[src/rtl/fetch_stall_controller.sv]
// Fetch-stage controller: owns the PC, the IF/ID register and the ID/EX bubble
// request, and keeps stall-cycle statistics for performance monitoring.
module fetch_stall_controller #(
  parameter int unsigned     XLEN      = 32,
  parameter logic [XLEN-1:0] RESET_PC  = 32'h0000_0000,
  parameter logic [XLEN-1:0] NOP_INSTR = 32'h0000_0013,
  parameter int unsigned     CNT_W     = 16,
  parameter int unsigned     MAX_STALL = 4
) (
  input  logic             clk,
  input  logic             reset,
  input  logic             stall,
  input  logic             IF_pipeline_write_zero,
  input  logic             pc_write_zero,
  input  logic             branch_taken_E,
  input  logic [XLEN-1:0]  branch_target_E,
  input  logic [XLEN-1:0]  instr_F,
  input  logic             instr_valid_F,
  output logic [XLEN-1:0]  pc_F,
  output logic [XLEN-1:0]  instr_D,
  output logic [XLEN-1:0]  pc_D,
  output logic [XLEN-1:0]  pc_plus4_D,
  output logic             valid_D,
  output logic             bubble_E,
  output logic [CNT_W-1:0] stall_count,
  output logic             stall_err
);

  // Handshake: instr_valid_F qualifies instr_F for the current pc_F. There is no
  // ready; back-pressure is expressed by holding pc_F (pc_write_zero), so imem
  // simply re-presents the same address until it returns valid data.

  localparam int unsigned     CS_W   = $clog2(MAX_STALL + 1);
  localparam logic [CS_W-1:0] CS_MAX = CS_W'(MAX_STALL);
  localparam logic [CS_W:0]   CS_LIM = (CS_W + 1)'(MAX_STALL);

  logic [XLEN-1:0] pc_plus4_F;
  logic [XLEN-1:0] redirect_pc;
  logic [CS_W-1:0] cs_q;
  logic [CS_W:0]   cs_inc;
  logic            cs_hits_max;
  logic            count_sat;

  // Targets are word aligned; the low bits from EX are discarded.
  assign redirect_pc = {branch_target_E[XLEN-1:2], 2'b00};
  assign pc_plus4_F  = pc_F + XLEN'(4);

  assign cs_inc      = {1'b0, cs_q} + (CS_W + 1)'(1);
  assign cs_hits_max = stall && (cs_inc >= CS_LIM);
  assign count_sat   = (stall_count == {CNT_W{1'b1}});

  // Bubble reaches the ID/EX register at the same edge, so it must be combinational.
  assign bubble_E = !reset && (stall || branch_taken_E);

  // PC register: redirect beats every hold request.
  always_ff @(posedge clk) begin
    if (reset) begin
      pc_F <= RESET_PC;
    end else if (branch_taken_E) begin
      pc_F <= redirect_pc;
    end else if (pc_write_zero) begin
      pc_F <= pc_F;
    end else if (!instr_valid_F) begin
      pc_F <= pc_F;
    end else begin
      pc_F <= pc_plus4_F;
    end
  end

  // IF/ID register: a hold keeps the stalled instruction even if imem goes invalid.
  always_ff @(posedge clk) begin
    if (reset) begin
      instr_D    <= NOP_INSTR;
      pc_D       <= '0;
      pc_plus4_D <= '0;
      valid_D    <= 1'b0;
    end else if (branch_taken_E) begin
      instr_D    <= NOP_INSTR;
      pc_D       <= '0;
      pc_plus4_D <= '0;
      valid_D    <= 1'b0;
    end else if (IF_pipeline_write_zero) begin
      instr_D    <= instr_D;
      pc_D       <= pc_D;
      pc_plus4_D <= pc_plus4_D;
      valid_D    <= valid_D;
    end else if (!instr_valid_F) begin
      instr_D    <= NOP_INSTR;
      pc_D       <= '0;
      pc_plus4_D <= '0;
      valid_D    <= 1'b0;
    end else begin
      instr_D    <= instr_F;
      pc_D       <= pc_F;
      pc_plus4_D <= pc_plus4_F;
      valid_D    <= 1'b1;
    end
  end

  // Consecutive-stall tracking; counts even when a redirect wins the cycle.
  always_ff @(posedge clk) begin
    if (reset) begin
      cs_q      <= '0;
      stall_err <= 1'b0;
    end else begin
      if (!stall) begin
        cs_q <= '0;
      end else if (cs_q != CS_MAX) begin
        cs_q <= cs_inc[CS_W-1:0];
      end
      if (cs_hits_max) begin
        stall_err <= 1'b1;
      end
    end
  end

  // Lifetime stall cycles, saturating rather than wrapping.
  always_ff @(posedge clk) begin
    if (reset) begin
      stall_count <= '0;
    end else if (stall && !count_sat) begin
      stall_count <= stall_count + CNT_W'(1);
    end
  end

endmodule

[config.mk]
export PLATFORM = sky130hd
export DESIGN_NAME = fetch_stall_controller
export DESIGN_NICKNAME = d
export VERILOG_FILES = /design/src/rtl/fetch_stall_controller.sv
export SDC_FILE = /design/constraint.sdc
export NUM_CORES = 1
export LEC_CHECK = 0
export BUFFER_PORTS_ARGS = -buffer_cell sky130_fd_sc_hd__buf_2
export CAP_MARGIN = 10
export CORE_ASPECT_RATIO = 0.6
export CORE_MARGIN = 2
export CORE_UTILIZATION = 35
export CTS_CLUSTER_DIAMETER = 120
export CTS_CLUSTER_SIZE = 12
export DETAILED_ROUTE_END_ITERATION = 8
export HOLD_SLACK_MARGIN = 0.06
export SKIP_LAST_GASP = 1
export SLEW_MARGIN = 10
export SYNTH_ARGS = -nofsm -noshare
export SYNTH_HDL_FRONTEND = slang
export SYNTH_SLANG_ARGS = --single-unit
[constraint.sdc]
create_clock -name clk -period 1.8 [get_ports clk]
set_input_delay 0.27 -clock clk [delete_from_list [all_inputs] [get_ports clk]]
set_output_delay 0.27 -clock clk [all_outputs]
set_load 0.02 [all_outputs]
# Word level (Yosys, flattened, before mapping)
# Cells that the tools add are included.
# totals
wordCells	36
inputBits	71
register_bits	149
output_inout_bits	147
# classes
add_sub_neg	3
n_reduce_logical	11
n_lt_le_gt_ge	1
n_eq_ne	3
bitwise	2
mux	7
# ops
cell	n
32-bit two-way mux	6
32-bit by 3-bit adder with 32-bit output, second input constant	1
16-bit by 1-bit adder with 16-bit output, second input constant	1
16-bit == test, second input constant	1
3-bit by 1-bit adder with 4-bit output, second input constant	1
4-bit by 3-bit greater-or-equal comparator with 1-bit output, second input constant	1
2-bit AND reduction	2
2-bit OR reduction	2
1-bit logical AND	3
3-bit inequality test, second input constant	1
1-bit zero test	2
2-bit by 1-bit inequality test with 1-bit output, second input constant	1
1-bit NOT	2
2-bit nonzero test	1
1-bit logical OR	1
1-bit two-way mux	1

# Logic depth before layout (Yosys ltp)
# logic_depth
ltp_word	4
depth_mapped	7
mapped_depth_nobuf	6

# Worst setup path before layout
# Ideal clock, no wire load.
# synth_path
kind	reg-to-reg
from	register pc_F[2]
to	register pc_F[30]
period_less_slack_ps	2124
setup_ps	120
path_slack_ps	-324
t_arrival_ps	2004
path_buffers	0
t_required_ps	1680
stages_incl_launch_ff	7
path_cell_list	dfxtp_1 > ha_1 > nand3_2 > nor4_2 > nand3_1 > o21a_1 > o31a_1
# synth_via
elab_chain_cells	4
# synth_lines
item	line	rtl
start, declared	19	output logic [XLEN-1:0] pc_F,
start signal, assigned	60	pc_F <= redirect_pc;
start signal, assigned	62	pc_F <= pc_F;
start signal, assigned	64	pc_F <= pc_F;
32-bit by 3-bit adder with 32-bit output	46	assign pc_plus4_F = pc_F + XLEN'(4);
32-bit two-way mux	63	end else if (!instr_valid_F) begin
32-bit two-way mux	61	end else if (pc_write_zero) begin
32-bit two-way mux	59	end else if (branch_taken_E) begin
# No other way between the ends. The select of a mux whose other input is x is not followed.
# A chain may end at the register's enable or synchronous reset.

# Worst setup path in the final report
# layout_path
from	register pc_F[11]
to	register pc_F[24]
# Same word-level chain as after synthesis.

==> key figures <==
Synth
  – Yosys cell types: 40
  – Syn Inst Count: 745
  – Area share of the largest cell type after synthesis: 45.3%
  – Mean post-synth cell area: 8.48 um2
  – Area leader, netlist: dfxtp_1
  – Number of synthesized register bits: 143
  – Total number of yosys warnings: 0
  – Seq/Total Area, Yosys: 45.3%
  – Ys async rst share: 0%
  – Ranking of synthesized cells by area: dfxtp_1 (45%), a22oi_1 (7.7%), nor2_1 (7.5%)
  – Number of enable flip-flop cells after synthesis: 0
  – Main synth FF type: dfxtp_1
  – Count leader, synth: dfxtp_1
  – Netlist Area Pre-Place: 6320 um2
  – Top cells by count, synth: dfxtp_1 (143), nor2_1 (126), a22oi_1 (65), nand2_1 (61), clkbuf_1 (45)

Die
  – # rows: 38
  – Die area: 19,200 um2
  – Core area: 17,900 um2
  – Effective utilization at floorplan: 35.4%
  – Die Height: 108 um
  – I/O pin count: 218
  – Die W: 177 um

Detailed routing
  – Routed metal-1 wire length: 10,100 um
  – Pre-antenna DRT Iters: 4
  – Uppermost layer routed: met5
  – Met3 WL: 1720 um
  – DR iter-0 viols: 383
  – Antenna viol nets, final: 0
  – Detailed Route WL: 20,300 um
  – WL per Instance: 16.5 um
  – Via Count: 6,072
  – Drt drc: 0
  – Vias/cell: 4.92
  – Routed wl met2: 8410 um

GRT
  – First-pass GRT wire length: 30,900 um
  – Largest net degree at the start of global routing: 56
  – Antenna violations before repair: 2
  – Number of global-route vias before repair: 5,417
  – Remaining global-route overflow: 0
  – Total track usage: 20.9%

Timing
  – Setup_tns: 0 ns
  – Clock period minus worst slack: 1.73 ns
  – Relative slew margins: 56.2%
  – Final Cycle Share: 96.1%
  – RSZ-0062 raised after global routing: true
  – Worst Skew: 0.0111 ns
  – Peak Freq: 0.578 GHz
  – Final hold viol count: 0
  – Final Max Slew Viols: 0
  – Least-Margin Pin Slew: 0.656 ns
  – Final worst setup slack: 0.0709 ns
  – Number of setup violations in the final report: 0
  – Hold WS: 0.0863 ns

Finish
  – Diode count: 0
  – Fin nets: 1,056
  – Area grow syn2layout: 38.1%
  – Share of cells above drive strength 1: 36.8%
  – Final-layout fill cell count: 1,779
  – Final std cells w/o fill: 1,234

Placement
  – Hpwl dp: 14,500 um
  – Setup slack at placement: 0.0675 ns
  – Routability Congestion: 0.879
  – Port buffer count: 209
  – Cells after DPL: 1,201

Hold path
  – Hold Path Class: primary input to register
  – Hold depth: 3
  – Hold_sp: instr_F[29]
  – WHS Endpoint: instr_D[29]$_SDFFE_PP0N_

Setup path
  – WP data arrival: 2.03 ns
  – Worst setup path category: register to register
  – Max FO, Critical Path: 8
  – Setup crit end kind: register
  – Worst R2R Start: pc_F[11]$_SDFFE_PP0P_
  – Critical Path RT: 2.10 ns
  – Setup slack, reg-to-reg: 0.07 ns
  – Worst-case reg-to-reg path depth: 5
  – Reg-to-Reg End: pc_F[24]$_SDFFE_PP0P_
  – Crit start category: register

Pwr
  – Reg power frac: 42.5%
  – LEAKAGE: 3.87 nW
  – IR drop worst, VDD: 0.512 mV
  – Int Power: 5.76 mW
  – Power Dens Cells: 898 nW/um2
  – Pwr Total: 7.84 mW
  – Clk pwr share: 46.9%
  – Comb power frac: 10.6%
  – Switch share: 26.5%
  – P_sw: 2.08 mW

Clock network
  – Clock root buffer: clkbuf_16
  – TritonCTS buffer count: 17
  – Clock transition at path regs: 0.07 ns
  – Clk_lat worst skew: 0.41 ns
  – Hold_buf cts: 0
  – Sinks on Clock Net: 143
  – Clock buffer depth: 2
  – H-tree depth: 4
  – CTS tree: done

Run status
  – Outcome: complete, no violations

Run
  – Max cap viols: 0
[per-stage QoR]
stage	cell area [um2]	utilization, %
5_1_grt	8730	48.8
2_1_floorplan	6500	-
4_1_cts	8660	48.4
3_3_place_gp	8040	45.0
3_5_place_dp	8040	45.0
6_report	8730	48.8
[final cells by class]
cell class | instances | area (um2) | area share, %
Clock inverter | 13 | 149 | 1.71
Sequential cell | 143 | 2910 | 33.3
Inverter | 18 | 67.6 | 0.774
Tap cell | 240 | 300 | 3.44
Timing Repair Buffer | 282 | 1630 | 18.7
Clock buffer | 19 | 464 | 5.32
Multi-Input combinational cell | 519 | 3210 | 36.7
[cell families after synthesis]
group	after synthesis	synth area share (%)
adders and majority gates	4	0.792
muxes	7	1.11
xor gates and xnor gates	63	8.73
buffers and inverters	88	5.90
and+or+nand+nor	298	23.4
AOI/OAI and AO/OA	141	14.7
DFF	143	45.3
other	1	0.0593
[cell usage in the layout (no fill, tap or decap), types with 8 or more instances in the layout]
cell type	Yosys	layout
o21a_1	11	11
clkbuf_16	0	18
a21oi_1	26	26
buf_2	10	209
o21ai_0	17	16
o21ai_1	9	10
inv_1	18	18
buf_4	8	70
nor3_1	19	19
nand4_1	14	14
a22oi_1	65	65
nor2_1	126	126
nand3_1	22	21
nand2_1	61	61
dfxtp_1	143	124
xor2_1	25	25
xnor2_1	38	38
dfxtp_4	0	9
dfxtp_2	0	10
o22ai_1	8	8
[sequential cells by signal (all words and copies together), names as in the netlist]
register     flops
valid_D          1
instr_D         32
stall_count     16
cs_q             3
pc_D            30
stall_err        1
pc_F            30
pc_plus4_D      30
[power by group through the flow]
| stage | sequential [mW] | clock (mW) | combinational, mW |
|---|---|---|---|
| finish | 3.33 | 3.67 | 0.832 |
| detailed placement | 3.40 | 0 | 0.825 |
| CTS | 3.33 | 3.77 | 0.829 |
| global placement | 3.40 | 0 | 0.821 |
| global route | 3.34 | 3.91 | 0.901 |
| floorplan | 3.47 | 0 | 0.419 |
[worst max path at each step]
stage	startpoint	to	slack (ns)	cells past startpoint
final	pc_F[11]$_SDFFE_PP0P_	pc_F[24]$_SDFFE_PP0P_	0.07	5
after global routing	pc_F[18]$_SDFFE_PP0P_	pc_F[24]$_SDFFE_PP0P_	-0.04	6
after CTS	pc_F[14]$_SDFFE_PP0P_	pc_F[24]$_SDFFE_PP0P_	0.06	5
after detailed placement	pc_F[14]$_SDFFE_PP0P_	pc_F[24]$_SDFFE_PP0P_	0.07	5
after global placement	pc_F[2]$_SDFFE_PP0P_	pc_F[17]$_SDFFE_PP0P_	0.09	7
after floorplan	pc_F[10]$_SDFFE_PP0P_	pc_F[24]$_SDFFE_PP0P_	-0.03	7
[worst max-delay path: stages (launching register included)]
cell     delay (ns)
dfxtp_4        0.38
nand4_4        0.11
or4_4          0.61
nor4_4         0.25
xor2_1         0.10
o21a_1         0.17
[repair_timing]
| item | in CTS | in global routing |
|---|---|---|
| resized for setup | 0 | 15 |
| buffers inserted | 0 | 1 |
| endpoints found under the setup margin | 0 | 14 |
[routing by layer]
layer / up-vias / global-route usage (%)
met5: - / 0
met4: 2 / 3.81
met3: 7 / 6.36
met2: 207 / 28.5
met1: 2836 / 31.9
li1: 3020 / -
(Power assumes the default switching activity.)
